**config.mk**
```make
export PLATFORM = sky130hd
export DESIGN_NAME = fp_divider_seq
export DESIGN_NICKNAME = d
export VERILOG_FILES = /design/src/rtl/fp_divider_seq.sv
export SDC_FILE = /design/constraint.sdc
export NUM_CORES = 1
export LEC_CHECK = 0
export BUFFER_PORTS_ARGS = -buffer_cell sky130_fd_sc_hd__buf_2
export CORE_ASPECT_RATIO = 1.4
export CORE_MARGIN = 5
export CORE_UTILIZATION = 25
export DETAILED_ROUTE_END_ITERATION = 7
export PLACE_DENSITY_LB_ADDON = 0.15
export SLEW_MARGIN = 40
export SYNTH_ARGS = -nofsm -noshare
export SYNTH_HDL_FRONTEND = slang
export SYNTH_SLANG_ARGS = --single-unit
export TNS_END_PERCENT = 10
```
**constraint.sdc**
```tcl
create_clock -name clk -period 6.56 [get_ports clk]
set_clock_uncertainty 0.2 [all_clocks]
set_input_delay 1.312 -clock clk [delete_from_list [all_inputs] [get_ports clk]]
set_output_delay 1.312 -clock clk [all_outputs]
set_load 0.005 [all_outputs]
```
**src/rtl/fp_divider_seq.sv**
```systemverilog
// Sequential FP32 divider: radix-2 restoring mantissa division, one quotient
// bit per cycle, followed by a single normalise/round cycle. Denormals are
// read as zero, overflow saturates to signed infinity, underflow flushes to
// signed zero, and any exception returns +0.
module fp_divider_seq #(
    parameter bit ROUND_EN = 1'b1   // 1: round-to-nearest-even, 0: truncate
) (
    input  logic        clk,
    input  logic        rst_n,
    input  logic        in_valid,
    output logic        in_ready,
    input  logic [31:0] a_operand,
    input  logic [31:0] b_operand,
    output logic        out_valid,
    input  logic        out_ready,
    output logic [31:0] result,
    output logic        Exception,
    output logic        Overflow,
    output logic        Underflow,
    output logic        DivByZero
);

    typedef enum logic [1:0] {
        S_IDLE  = 2'd0,
        S_DIV   = 2'd1,
        S_ROUND = 2'd2,
        S_DONE  = 2'd3
    } state_t;

    state_t      r_state;
    state_t      w_state_next;

    // Captured operand fields and divider working registers
    logic        r_sign;
    logic [7:0]  r_ea;
    logic [7:0]  r_eb;
    logic [23:0] r_mb;
    logic [24:0] r_rem;
    logic [25:0] r_q;
    logic [4:0]  r_cnt;

    // Registered result and flags, held for the consumer while in DONE
    logic [31:0] r_result;
    logic        r_exception;
    logic        r_overflow;
    logic        r_underflow;
    logic        r_div_by_zero;

    // Operand classification at the input port
    logic [7:0]  w_ea;
    logic [7:0]  w_eb;
    logic        w_sign;
    logic        w_a_zero;
    logic        w_b_zero;
    logic        w_a_special_exp;
    logic        w_b_special_exp;
    logic        w_is_special;
    logic        w_accept;

    assign w_ea            = a_operand[30:23];
    assign w_eb            = b_operand[30:23];
    assign w_sign          = a_operand[31] ^ b_operand[31];
    assign w_a_zero        = (w_ea == 8'd0);
    assign w_b_zero        = (w_eb == 8'd0);
    assign w_a_special_exp = (w_ea == 8'hFF);
    assign w_b_special_exp = (w_eb == 8'hFF);
    assign w_is_special    = w_a_special_exp | w_b_special_exp | w_a_zero | w_b_zero;
    assign w_accept        = in_valid & (r_state == S_IDLE);

    // Restoring step. The partial remainder is always below 2*mb, so
    // rem - mb lies in (-2^24, 2^24): bit 24 of the 25-bit difference is
    // exactly the borrow, and its absence means rem >= mb.
    logic [24:0] w_sub;
    logic        w_ge;
    logic [24:0] w_rem_next;

    assign w_sub      = r_rem - {1'b0, r_mb};
    assign w_ge       = ~w_sub[24];
    assign w_rem_next = w_ge ? {w_sub[23:0], 1'b0} : {r_rem[23:0], 1'b0};

    // Normalisation and rounding of the finished quotient
    logic [22:0]       w_mant_sel;
    logic              w_guard;
    logic              w_sticky;
    logic              w_round_up;
    logic              w_mant_carry;
    logic [22:0]       w_mant_fin;
    logic signed [9:0] w_exp_base;
    logic signed [9:0] w_exp_fin;

    assign w_mant_sel   = r_q[25] ? r_q[24:2] : r_q[23:1];
    assign w_guard      = r_q[25] ? r_q[1] : r_q[0];
    assign w_sticky     = (r_q[25] & r_q[0]) | (r_rem != 25'd0);
    assign w_round_up   = ROUND_EN & w_guard & (w_sticky | w_mant_sel[0]);
    assign w_mant_carry = w_round_up & (&w_mant_sel);
    assign w_mant_fin   = w_round_up ? (w_mant_sel + 23'd1) : w_mant_sel;
    assign w_exp_base   = $signed({2'b00, r_ea}) - $signed({2'b00, r_eb})
                        + (r_q[25] ? 10'sd127 : 10'sd126);
    assign w_exp_fin    = w_exp_base + (w_mant_carry ? 10'sd1 : 10'sd0);

    // State register with synchronous active-low reset
    always_ff @(posedge clk) begin
        // NOTE: sequential state uses non-blocking assignments so every
        // register samples the pre-edge values of the others.
        if (!rst_n) begin
            r_state <= S_IDLE;
        end else begin
            r_state <= w_state_next;
        end
    end

    // Next-state logic: specials skip straight to DONE
    always_comb begin
        // NOTE: default assigned first so no path leaves w_state_next
        // unassigned, which would otherwise infer a latch.
        w_state_next = r_state;
        case (r_state)
            S_IDLE:  if (w_accept)          w_state_next = w_is_special ? S_DONE : S_DIV;
            S_DIV:   if (r_cnt == 5'd25)    w_state_next = S_ROUND;
            S_ROUND:                        w_state_next = S_DONE;
            S_DONE:  if (out_ready)         w_state_next = S_IDLE;
            default:                        w_state_next = S_IDLE;
        endcase
    end

    // Datapath: operand capture, divide steps, rounding and result hold
    always_ff @(posedge clk) begin
        if (!rst_n) begin
            r_sign        <= 1'b0;
            r_ea          <= 8'd0;
            r_eb          <= 8'd0;
            r_mb          <= 24'd0;
            r_rem         <= 25'd0;
            r_q           <= 26'd0;
            r_cnt         <= 5'd0;
            r_result      <= 32'd0;
            r_exception   <= 1'b0;
            r_overflow    <= 1'b0;
            r_underflow   <= 1'b0;
            r_div_by_zero <= 1'b0;
        end else begin
            case (r_state)
                S_IDLE: begin
                    if (w_accept) begin
                        r_sign <= w_sign;
                        r_ea   <= w_ea;
                        r_eb   <= w_eb;
                        r_mb   <= {~w_b_zero, b_operand[22:0]};
                        r_rem  <= {1'b0, ~w_a_zero, a_operand[22:0]};
                        r_q    <= 26'd0;
                        r_cnt  <= 5'd0;
                        if (w_a_special_exp || w_b_special_exp) begin
                            r_result    <= 32'd0;
                            r_exception <= 1'b1;
                        end else if (w_a_zero && w_b_zero) begin
                            r_result    <= 32'd0;
                            r_exception <= 1'b1;
                        end else if (w_b_zero) begin
                            r_result      <= {w_sign, 8'hFF, 23'd0};
                            r_div_by_zero <= 1'b1;
                        end else if (w_a_zero) begin
                            r_result <= {w_sign, 31'd0};
                        end
                    end
                end
                S_DIV: begin
                    r_q   <= {r_q[24:0], w_ge};
                    r_rem <= w_rem_next;
                    r_cnt <= r_cnt + 5'd1;
                end
                S_ROUND: begin
                    if (w_exp_fin >= 10'sd255) begin
                        r_result   <= {r_sign, 8'hFF, 23'd0};
                        r_overflow <= 1'b1;
                    end else if (w_exp_fin <= 10'sd0) begin
                        r_result    <= {r_sign, 31'd0};
                        r_underflow <= 1'b1;
                    end else begin
                        r_result <= {r_sign, w_exp_fin[7:0], w_mant_fin};
                    end
                end
                S_DONE: begin
                    if (out_ready) begin
                        r_result      <= 32'd0;
                        r_exception   <= 1'b0;
                        r_overflow    <= 1'b0;
                        r_underflow   <= 1'b0;
                        r_div_by_zero <= 1'b0;
                    end
                end
                default: ;
            endcase
        end
    end

    assign in_ready  = (r_state == S_IDLE);
    assign out_valid = (r_state == S_DONE);
    assign result    = r_result;
    assign Exception = r_exception;
    assign Overflow  = r_overflow;
    assign Underflow = r_underflow;
    assign DivByZero = r_div_by_zero;

endmodule
```
==> results of run 1 <==
[power groups by stage]
stage | combinational [mW] | clock (mW) | sequential (mW)
floorplan | 2.08 | 0 | 1.08
global placement | 2.74 | 0 | 1.12
detailed placement | 2.73 | 0 | 1.12
CTS | 2.74 | 1.11 | 1.10
global route | 3.05 | 1.15 | 1.13
finish | 2.71 | 1.07 | 1.10
[worst min-delay path, stage by stage, from the launching register on]
cell and delay [ps]:
dfxtp_1 300, nand2_1 50, o21ai_1 50
[area by class of cell]
class,instances,area [um^2]
well taps,445,557
repair buffers,117,628
multi-input cells,811,5220
clock buffers,22,484
fillers,3755,23200
clock inverters,10,168
inverters,65,244
flip-flops and latches,135,2700
[logic make-up (layout without fill, tap and decap cells)]
kind of cell,after synthesis,in the layout,synth area share
simple gates,367,367,0.212
compound gates,335,335,0.266
mux,28,28,0.0343
fa+ha+maj,43,43,0.0668
flops,135,135,0.322
buf+inv,131,214,0.0601
xor+xnor,38,38,0.0396
[Yosys cell counts, types with 4 or more instances]
| library cell | number | area [um^2] |
|---|---|---|
| a211oi_1 | 15 | 113 |
| a21boi_0 | 41 | 308 |
| a21o_1 | 12 | 90.1 |
| a21oi_1 | 70 | 350 |
| a22oi_1 | 38 | 285 |
| a311oi_1 | 9 | 78.8 |
| a31o_2 | 6 | 52.6 |
| a31oi_1 | 14 | 87.6 |
| a32o_1 | 4 | 40.0 |
| and2_1 | 12 | 75.1 |
| and3_1 | 5 | 31.3 |
| and4_1 | 4 | 35.0 |
| buf_1 | 4 | 15.0 |
| buf_2 | 7 | 35.0 |
| clkbuf_1 | 54 | 203 |
| dfxtp_1 | 135 | 2700 |
| ha_1 | 40 | 500 |
| inv_1 | 64 | 240 |
| mux2i_1 | 25 | 250 |
| nand2_1 | 166 | 623 |
| nand2b_1 | 10 | 62.6 |
| nand3_1 | 24 | 120 |
| nand4_1 | 22 | 138 |
| nor2_1 | 66 | 248 |
| nor2b_1 | 7 | 43.8 |
| nor3_1 | 14 | 70.1 |
| nor3b_1 | 4 | 30.0 |
| nor4_1 | 9 | 56.3 |
| o211ai_1 | 15 | 113 |
| o21a_1 | 5 | 37.5 |
| o21ai_0 | 44 | 220 |
| o21ai_1 | 21 | 105 |
| o22ai_1 | 9 | 56.3 |
| o31ai_1 | 6 | 45.0 |
| xnor2_1 | 22 | 193 |
| xor2_1 | 16 | 140 |
[path summary, 6_finish.rpt]
path | startpoint | to | slack, ps | depth (start not counted)
worst max register to register | r_q[25] | result[23] | 1300 | 20
worst max-delay path | r_q[25] | result[23] | 1300 | 20
worst min-delay path | result[19] | result[19] | 240 | 2
worst min register to register | result[19] | result[19] | 240 | 2
[per-stage QoR]
step	utilization	instances	worst slack, ps
floorplan	-	1077	2040
global placement	0.281	1572	1380
detailed placement	0.281	1572	1270
CTS	0.301	1604	1250
global route	0.301	1605	735
finish	0.301	1605	1300
[flip-flops by register name (all words and copies together) (netlist names)]
signal	count
r_eb	8
r_state	2
result	32
r_rem	25
r_cnt	5
Overflow	1
r_mb	24
DivByZero	1
Underflow	1
r_q	26
Exception	1
r_sign	1
r_ea	8
[routing by layer]
metal	routed length [um]	track usage
met5	0	0
met4	415	0.0451
met3	971	0.0293
met2	12900	0.244
met1	11600	0.178
==> impl_metrics.yaml, run 1 <==
worst_setup_path:
  worstSetupEndpointType: "flop"
  cp-start-kind: "flop"
  required_ps: 6730
  crit_top_cell: "ha_1"
  cpLargestDelayFamily: "simple AND/OR/NAND/NOR gates"
  critPathMaxStageDelay_ps: 530
  cp.arrival_ps: 5430
  path_max_fanout: 23
  crit_chain: "buf_4, mux2_2, ha_1, nand2_1, nor4_4, nand4_4, and4bb_4, and4_1, fa_1, inv_1, ha_1, xor2_1, nor3b_1, o2111a_1, nand4_1, a211o_1, o211a_1, mux2i_1, nor2b_1, a21oi_1"
  cpMaxStageDelayCell: "dfxtp_2"
  critical_path_class: "flop to flop"
  path_buf_inv: 2
power_and_ir_drop:
  internal_power_mw: 2.73
  power_density_mw_per_mm2: 488
  power.total_mw: 4.89
  p_sw_frac: 0.441
  leakage_nw: 3.84
  peakVddDrop_mv: 0.250
  seq_power_share: 0.226
  switchingPower_mw: 2.16
  clkPwrFrac: 0.219
  combPwrFrac: 0.555
timing:
  rsz0062_at_grt: "no"
  slew_violations: 0
  hold_ws_ps: 243
  tightest_slew_ps: 810
  finalSetupTns_ps: 0
  setup_viol: 0
  final_hold_viol_count: 0
  max_freq_mhz: 190
  max_slew_margin: 0.453
  finalCritPeriodShare: 0.801
  timing.final.crit_period_ps: 5260
cts:
  cts_tree: "done"
  clockBufferDepth: 2
  cts_buffers: 17
  clockRootBuffer: "clkbuf_16"
  cts_sinks: 135
  clk_latency_ps: 450
  cts_hold_buffers: 0
  post_cts_buffers: 0
  path_clk_slew_ps: 60
  post_cts_resized: 0
  htree_levels: 4
floorplanning:
  initial_utilization: 0.253
  die_x_um: 165
  ios: 106
  core_mm2: 0.0332
  die_y_um: 227
  fp-row-count: 79
  dieArea_mm2: 0.0374
global_route:
  grtUsageTotal: 0.142
  grt_max_degree: 80
  grt_pass1_wl_um: 42200
  antenna_found_initial: 0
  grt_pass1_vias: 7806
  grt_overflow: 0
cells_and_area:
  design_area_mm2: 0.0100
  nNetsFinal: 1258
  post_route_cells_drive_above_1_share: 0.155
  diodes: 0
  final_common_cell: "nand2_1"
  area_growth_syn_to_layout_pct: 19.1
  final_cell_mix: "166 x nand2_1, 134 x dfxtp_1, 105 x buf_2, 70 x a21oi_1, 65 x nor2_1"
job:
  drv_cap: 0
synth:
  yosys_warnings: 0
  synth-seq-cells: 135
  synth_nets: 1188
  ys_seq_area_frac: 0.322
  synth-edff-count: 0
  synth.distinct_cells: 76
  yosys_most_used_dff: "dfxtp_1"
  syn_area_mm2: 0.00840
  syn_area_per_cell_um2: 7.80
  async_reset_ff_frac: 0
  syn_inst: 1077
detailed_routing:
  num_vias: 7817
  drtIter0Drc: 388
  wirelength_um: 25900
  ant_nets: 0
  viasPerCell: 4.87
  dr.pass1.iters: 5
  drc: 0
  wl_per_cell_um: 16.1
place:
  placed_area_mm2: 0.00933
  dpl.hpwl_um: 18700
  gp_congestion: 0.808
  io_buffers: 105
worst_hold_path:
  min_path_type: "flop to flop"
run_status:
  status: "complete, no violations"
(Power assumes the default switching activity.)
==> run 2: changes to the inputs <==
Settings changed: ABC_AREA set to 1.
Clock period 6.56 ns to 5.2 ns, I/O delays scaled along.
==> run 2 against run 1 <==
  * Worst hold slack better by 17 ps
  * Register-to-register slack worse by 510 ps
  * First-iteration DRC count increased by 12%
  * Wire length grew 8.9%
  * Via count increased by 14%
  * Sequential power grew 26%
  * Critical path depth rose by 8
  * Synthesized cell count rose by 29%
  * Worst setup slack got worse by 510 ps
  * Critical endpoint is now Overflow
  * Largest cell class unchanged
  * Largest power group unchanged
==> impl_metrics.yaml, run 2 <==
run_status:
  status: "complete, no violations"
synth:
  syn_area_mm2: 0.00895
  synth_area_leaders: "dfxtp_1 30%, nand2_1 13%, a21oi_1 10%, inv_1 6.5%, o21ai_0 6.2%"
  synth_nets: 1499
  yosys_warnings: 0
  syn_inst: 1388
  yosys-top-cells-count: "305 x nand2_1, 183 x a21oi_1, 155 x inv_1"
  synth_top_area_frac: 0.302
  syn_area_per_cell_um2: 6.45
  synth-seq-cells: 135
  synth.distinct_cells: 47
  ys_seq_area_frac: 0.302
  yosys.cell_count.top_type: "nand2_1"
  synth-edff-count: 0
  yosys_most_used_dff: "dfxtp_1"
  synth_largest_area_cell: "dfxtp_1"
  async_reset_ff_frac: 0
detailed_routing:
  dr.pass1.iters: 5
  ant_nets: 0
  num_vias: 8937
  viasPerCell: 4.61
  drtIter0Drc: 435
  drc: 0
  wirelength_um: 28200
  wl_per_cell_um: 14.5
cells_and_area:
  design_area_mm2: 0.0104
  fin_cells: 1938
  nNetsFinal: 1574
  diodes: 0
  post_route_cells_drive_above_1_share: 0.128
  largest_reg_flops: 32
  area_growth_syn_to_layout_pct: 16.4
  utilization: 0.293
  final_common_cell: "nand2_1"
  final_cell_mix: "304 x nand2_1, 183 x a21oi_1, 154 x inv_1, 136 x nor2_1, 134 x dfxtp_1"
worst_setup_path:
  required_ps: 5330
  worstSetupEndpointType: "flop"
  critPathMaxStageDelay_ps: 410
  path_max_fanout: 48
  critical_path_class: "flop to flop"
  crit_top_cell: "nor2_1"
  cp-start-kind: "flop"
  cp.arrival_ps: 4540
  cpMaxStageDelayCell: "buf_4"
timing:
  tightest_slew_ps: 730
  hold_ws_ps: 259
  timing.final.crit_period_ps: 4400
  max_slew_margin: 0.513
  final_hold_viol_count: 0
  finalCritPeriodShare: 0.847
  rsz0062_at_grt: "no"
  slew_violations: 0
  setup_viol: 0
  finalSetupTns_ps: 0
  max_freq_mhz: 227
  worst_slack_ps: 798
power_and_ir_drop:
  internal_power_mw: 3.23
  clkPwrFrac: 0.188
  seq_power_share: 0.211
  peakVddDrop_mv: 0.242
  switchingPower_mw: 3.35
  combPwrFrac: 0.601
  power_density_mw_per_mm2: 632
  p_sw_frac: 0.509
  power.total_mw: 6.59
  leakage_nw: 4.31
place:
  placed_area_mm2: 0.00984
  gp_congestion: 0.836
  place_ws_ps: 770
  dpl.hpwl_um: 21200
  dp.cells: 1906
  io_buffers: 105
global_route:
  grtUsageTotal: 0.142
  grt_overflow: 0
  antenna_found_initial: 0
  grt_max_degree: 70
  grt_pass1_vias: 8810
  grt_pass1_wl_um: 45200
worst_hold_path:
  min_path_type: "flop to flop"
cts:
  clk_latency_ps: 440
  cts_sinks: 135
  cts_hold_buffers: 0
  cts_tree: "done"
  post_cts_resized: 0
  clockRootBuffer: "clkbuf_16"
  path_clk_slew_ps: 60
  clockBufferDepth: 2
  htree_levels: 4
  cts_buffers: 17
  post_cts_buffers: 0
floorplanning:
  initial_utilization: 0.251
  core_mm2: 0.0356
  die_y_um: 234
  die_x_um: 170
  dieArea_mm2: 0.0397
  ios: 106
  fp-row-count: 82
job:
  drv_cap: 0
[run 2: changes by cell type in the layout (fill, tap and decap cells not counted), sizes merged, moves of 25 or more]
cell / change
a21boi: -41
a21oi: +113
a22oi: -37
inv: +96
mux2i: -25
nand2: +149
nand3: +51
nor2: +75
o21ai: +66
[run 2: logic make-up after synthesis]
kind of cell             share of synthesized area
buffers and inverters                        0.103
AND/OR/NAND/NOR                              0.297
XOR/XNOR                                    0.0303
AO/OA/AOI/OAI                                0.205
flip-flops                                   0.302
adder cells (fa/ha/maj)                     0.0626
[run 2: path summary, 6_finish.rpt]
kind                 from  endpoint  slack, ps  depth (start not counted)
setup / recovery  r_q[25]  Overflow        800                         28
hold / removal    r_eb[2]   r_eb[2]        260                          2
setup reg to reg  r_q[25]  Overflow        800                         28
hold reg to reg   r_eb[2]   r_eb[2]        260                          2
[run 2: final cells by class]
class                   instances  area (um^2)
fillers                      4005        25200
flip-flops and latches        135         2700
inverters                     163          616
clock inverters                 7          121
clock buffers                  25          455
multi-input cells            1030         5340
well taps                     462          578
repair buffers                116          608
[run 2: power by group through the flow]
stage                     Sequential, mW  Combinational (mW)  Clock (mW)
after floorplan                     1.38                3.06           0
after global placement              1.41                4.00           0
after detailed placement            1.41                3.97           0
after CTS                           1.39                4.00        1.29
after global routing                1.42                4.50        1.32
final                               1.39                3.96        1.24
[run 2: per-layer routing]
| layer | vias to the layer above | part of all wire | track usage |
|---|---|---|---|
| met5 | - | 0 | 0 |
| met2 | 114 | 0.52 | 0.266 |
| met3 | 32 | 0.028 | 0.0236 |
| met4 | 0 | 0.020 | 0.0479 |
| li1 | 4730 | - | - |
| met1 | 4061 | 0.43 | 0.163 |
[run 2: critical path, delay by kind of cell, from the launching register on]
| family | cells | cell delay [ps] |
|---|---|---|
| and+or+nand+nor | 21 | 2060 |
| buffers and inverters | 3 | 670 |
| adders and majority gates | 2 | 630 |
| DFF | 1 | 390 |
| AOI/OAI and AO/OA | 2 | 310 |
==> run 3: changes to the inputs <==
Clock period 5.2 ns to 3.7 ns, I/O delays scaled along.
==> run 3 against run 2 <==
  * Combinational power rose by 71%
  * Sequential share of layout area is 2.7 points lower
  * Final area up 12%
  * Sequential power rose by 39%
  * Power rose by 63%
  * Clock-buffer cell count down 6
  * Worst setup slack worse by 770 ps
  * Worst hold slack better by 0.91 ps
==> impl_metrics.yaml, run 3 (synthesis results as in run 2) <==
worst_setup_path:
  cp-start-kind: "flop"
  cp.arrival_ps: 3780
  reg2reg_slack_ps: 20
  required_ps: 3800
  critical_path_class: "flop to flop"
  path_max_fanout: 11
  worstSetupEndpointType: "flop"
  r2r-start: "r_q[25]"
  crit_start: "r_q[25]"
floorplanning:
  fp-row-count: 82
  die_y_um: 234
  dieArea_mm2: 0.0397
  ios: 106
  core_mm2: 0.0356
  initial_utilization: 0.251
  die_x_um: 170
power_and_ir_drop:
  internal_power_mw: 5.66
  power.total_mw: 10.8
  clkPwrFrac: 0.190
  switchingPower_mw: 5.10
  power_density_mw_per_mm2: 923
  leakage_nw: 4.97
  seq_power_share: 0.179
  combPwrFrac: 0.631
  p_sw_frac: 0.474
  peakVddDrop_mv: 0.357
cts:
  htree_levels: 4
  path_clk_slew_ps: 70
  cts_tree: "done"
  cts_hold_buffers: 0
  clk_latency_ps: 440
  cts_buffers: 17
  clockRootBuffer: "clkbuf_16"
  clockBufferDepth: 2
  cts_sinks: 135
place:
  placed_area_mm2: 0.0106
  dpl.hpwl_um: 21800
  io_buffers: 105
  gp_congestion: 0.828
timing:
  final_hold_viol_count: 0
  max_slew_margin: 0.548
  slew_violations: 0
  setup_viol: 0
  rsz0062_at_grt: "yes"
  tightest_slew_ps: 677
  timing.final.crit_period_ps: 3680
  finalSetupTns_ps: 0
  finalCritPeriodShare: 0.993
  max_freq_mhz: 272
global_route:
  grt_util_met2: 0.274
  grt_pass1_vias: 9373
  met3_usage: 0.0261
  antenna_found_initial: 0
  busiest_layer: "met2"
  grt_use_met1: 0.169
  grt_overflow: 0
  grt_pass1_wl_um: 47400
  grtUsageTotal: 0.148
  grt_max_degree: 71
cells_and_area:
  post_route_cells_drive_above_1_share: 0.217
  diodes: 0
  final_common_cell: "nand2_1"
  final_cell_mix: "294 x nand2_1, 179 x a21oi_1, 147 x inv_1, 133 x dfxtp_1, 127 x nor2_1"
  nNetsFinal: 1685
  area_growth_syn_to_layout_pct: 30.2
  design_area_mm2: 0.0117
  largest_reg_flops: 32
detailed_routing:
  wirelength_um: 29200
  wl_per_cell_um: 14.2
  dr.pass1.iters: 4
  drc: 0
  viasPerCell: 4.54
  num_vias: 9307
  drtIter0Drc: 382
  ant_nets: 0
worst_hold_path:
  min_path_type: "flop to flop"
  hp-start: "result[13]"
job:
  drv_cap: 0
run_status:
  status: "complete, no violations"
[run 3: cell types whose count changed in the layout (fill, tap and decap cells not counted), sizes merged]
cell and delta:
clkinvlp +1, inv +1, clkbuf -2, bufinv +4, buf +107
[run 3: timing repair]
action	in CTS	in global routing
gates cloned	0	5
setup buffers	0	8
resized for setup	13	48
pin swaps	4	31
setup endpoints to repair	32	33
[run 3: power by group through the flow]
stage	clock network (mW)	registers [mW]	logic, mW
after floorplan	0	1.94	4.31
after global placement	0	1.95	6.25
after detailed placement	0	1.96	6.22
after CTS	2.11	1.93	6.29
after global routing	2.17	1.97	7.64
final	2.05	1.93	6.79
[run 3: path summary, 6_finish.rpt]
path | end | depth (start not counted)
setup / recovery | result[21] | 25
hold / removal | result[13] | 2
setup reg to reg | result[21] | 25
hold reg to reg | result[13] | 2
[run 3: layout make-up]
cell class | instances | area (um^2)
fillers | 3960 | 23900
repair buffers | 227 | 1560
clock inverters | 13 | 250
flip-flops and latches | 135 | 2710
well taps | 462 | 578
multi-input cells | 1030 | 5500
inverters | 163 | 619
clock buffers | 19 | 443
[run 3: per-stage QoR]
stage	util	setup slack, ps	instances	hold WS, ps
6_report	0.327	24.3	2049	260
3_5_place_dp	0.298	-67.7	2004	252
3_3_place_gp	0.298	-93.7	2004	252
2_1_floorplan	-	90.5	1388	233
4_1_cts	0.318	0.886	2036	262
5_1_grt	0.327	-226	2049	278
[run 3: worst max-delay path, cell delays in order (launching register included)]
cell and delay [ps]:
dfxtp_4 380, buf_6 140, clkbuf_16 150, o21ai_0 320, nor2_1 110, nand2_1 110
inv_1 60, nand4_1 100, nor2_2 50, fa_2 330, inv_2 90, buf_6 110
nand2_4 40, a21oi_4 140, nand3_2 120, nor2_4 170, nand3_2 80, nand2_2 100
nand2_2 70, inv_2 60, nand2_1 50, nand2_2 90, nand2_4 110, clkbuf_16 180
nand4_1 90, a21oi_1 60
[run 3: metal layers]
metal / vias up / part of all wire
met5: - / 0
met4: 0 / 0.024
met3: 38 / 0.027
met2: 129 / 0.52
met1: 4180 / 0.43
li1: 4960 / -
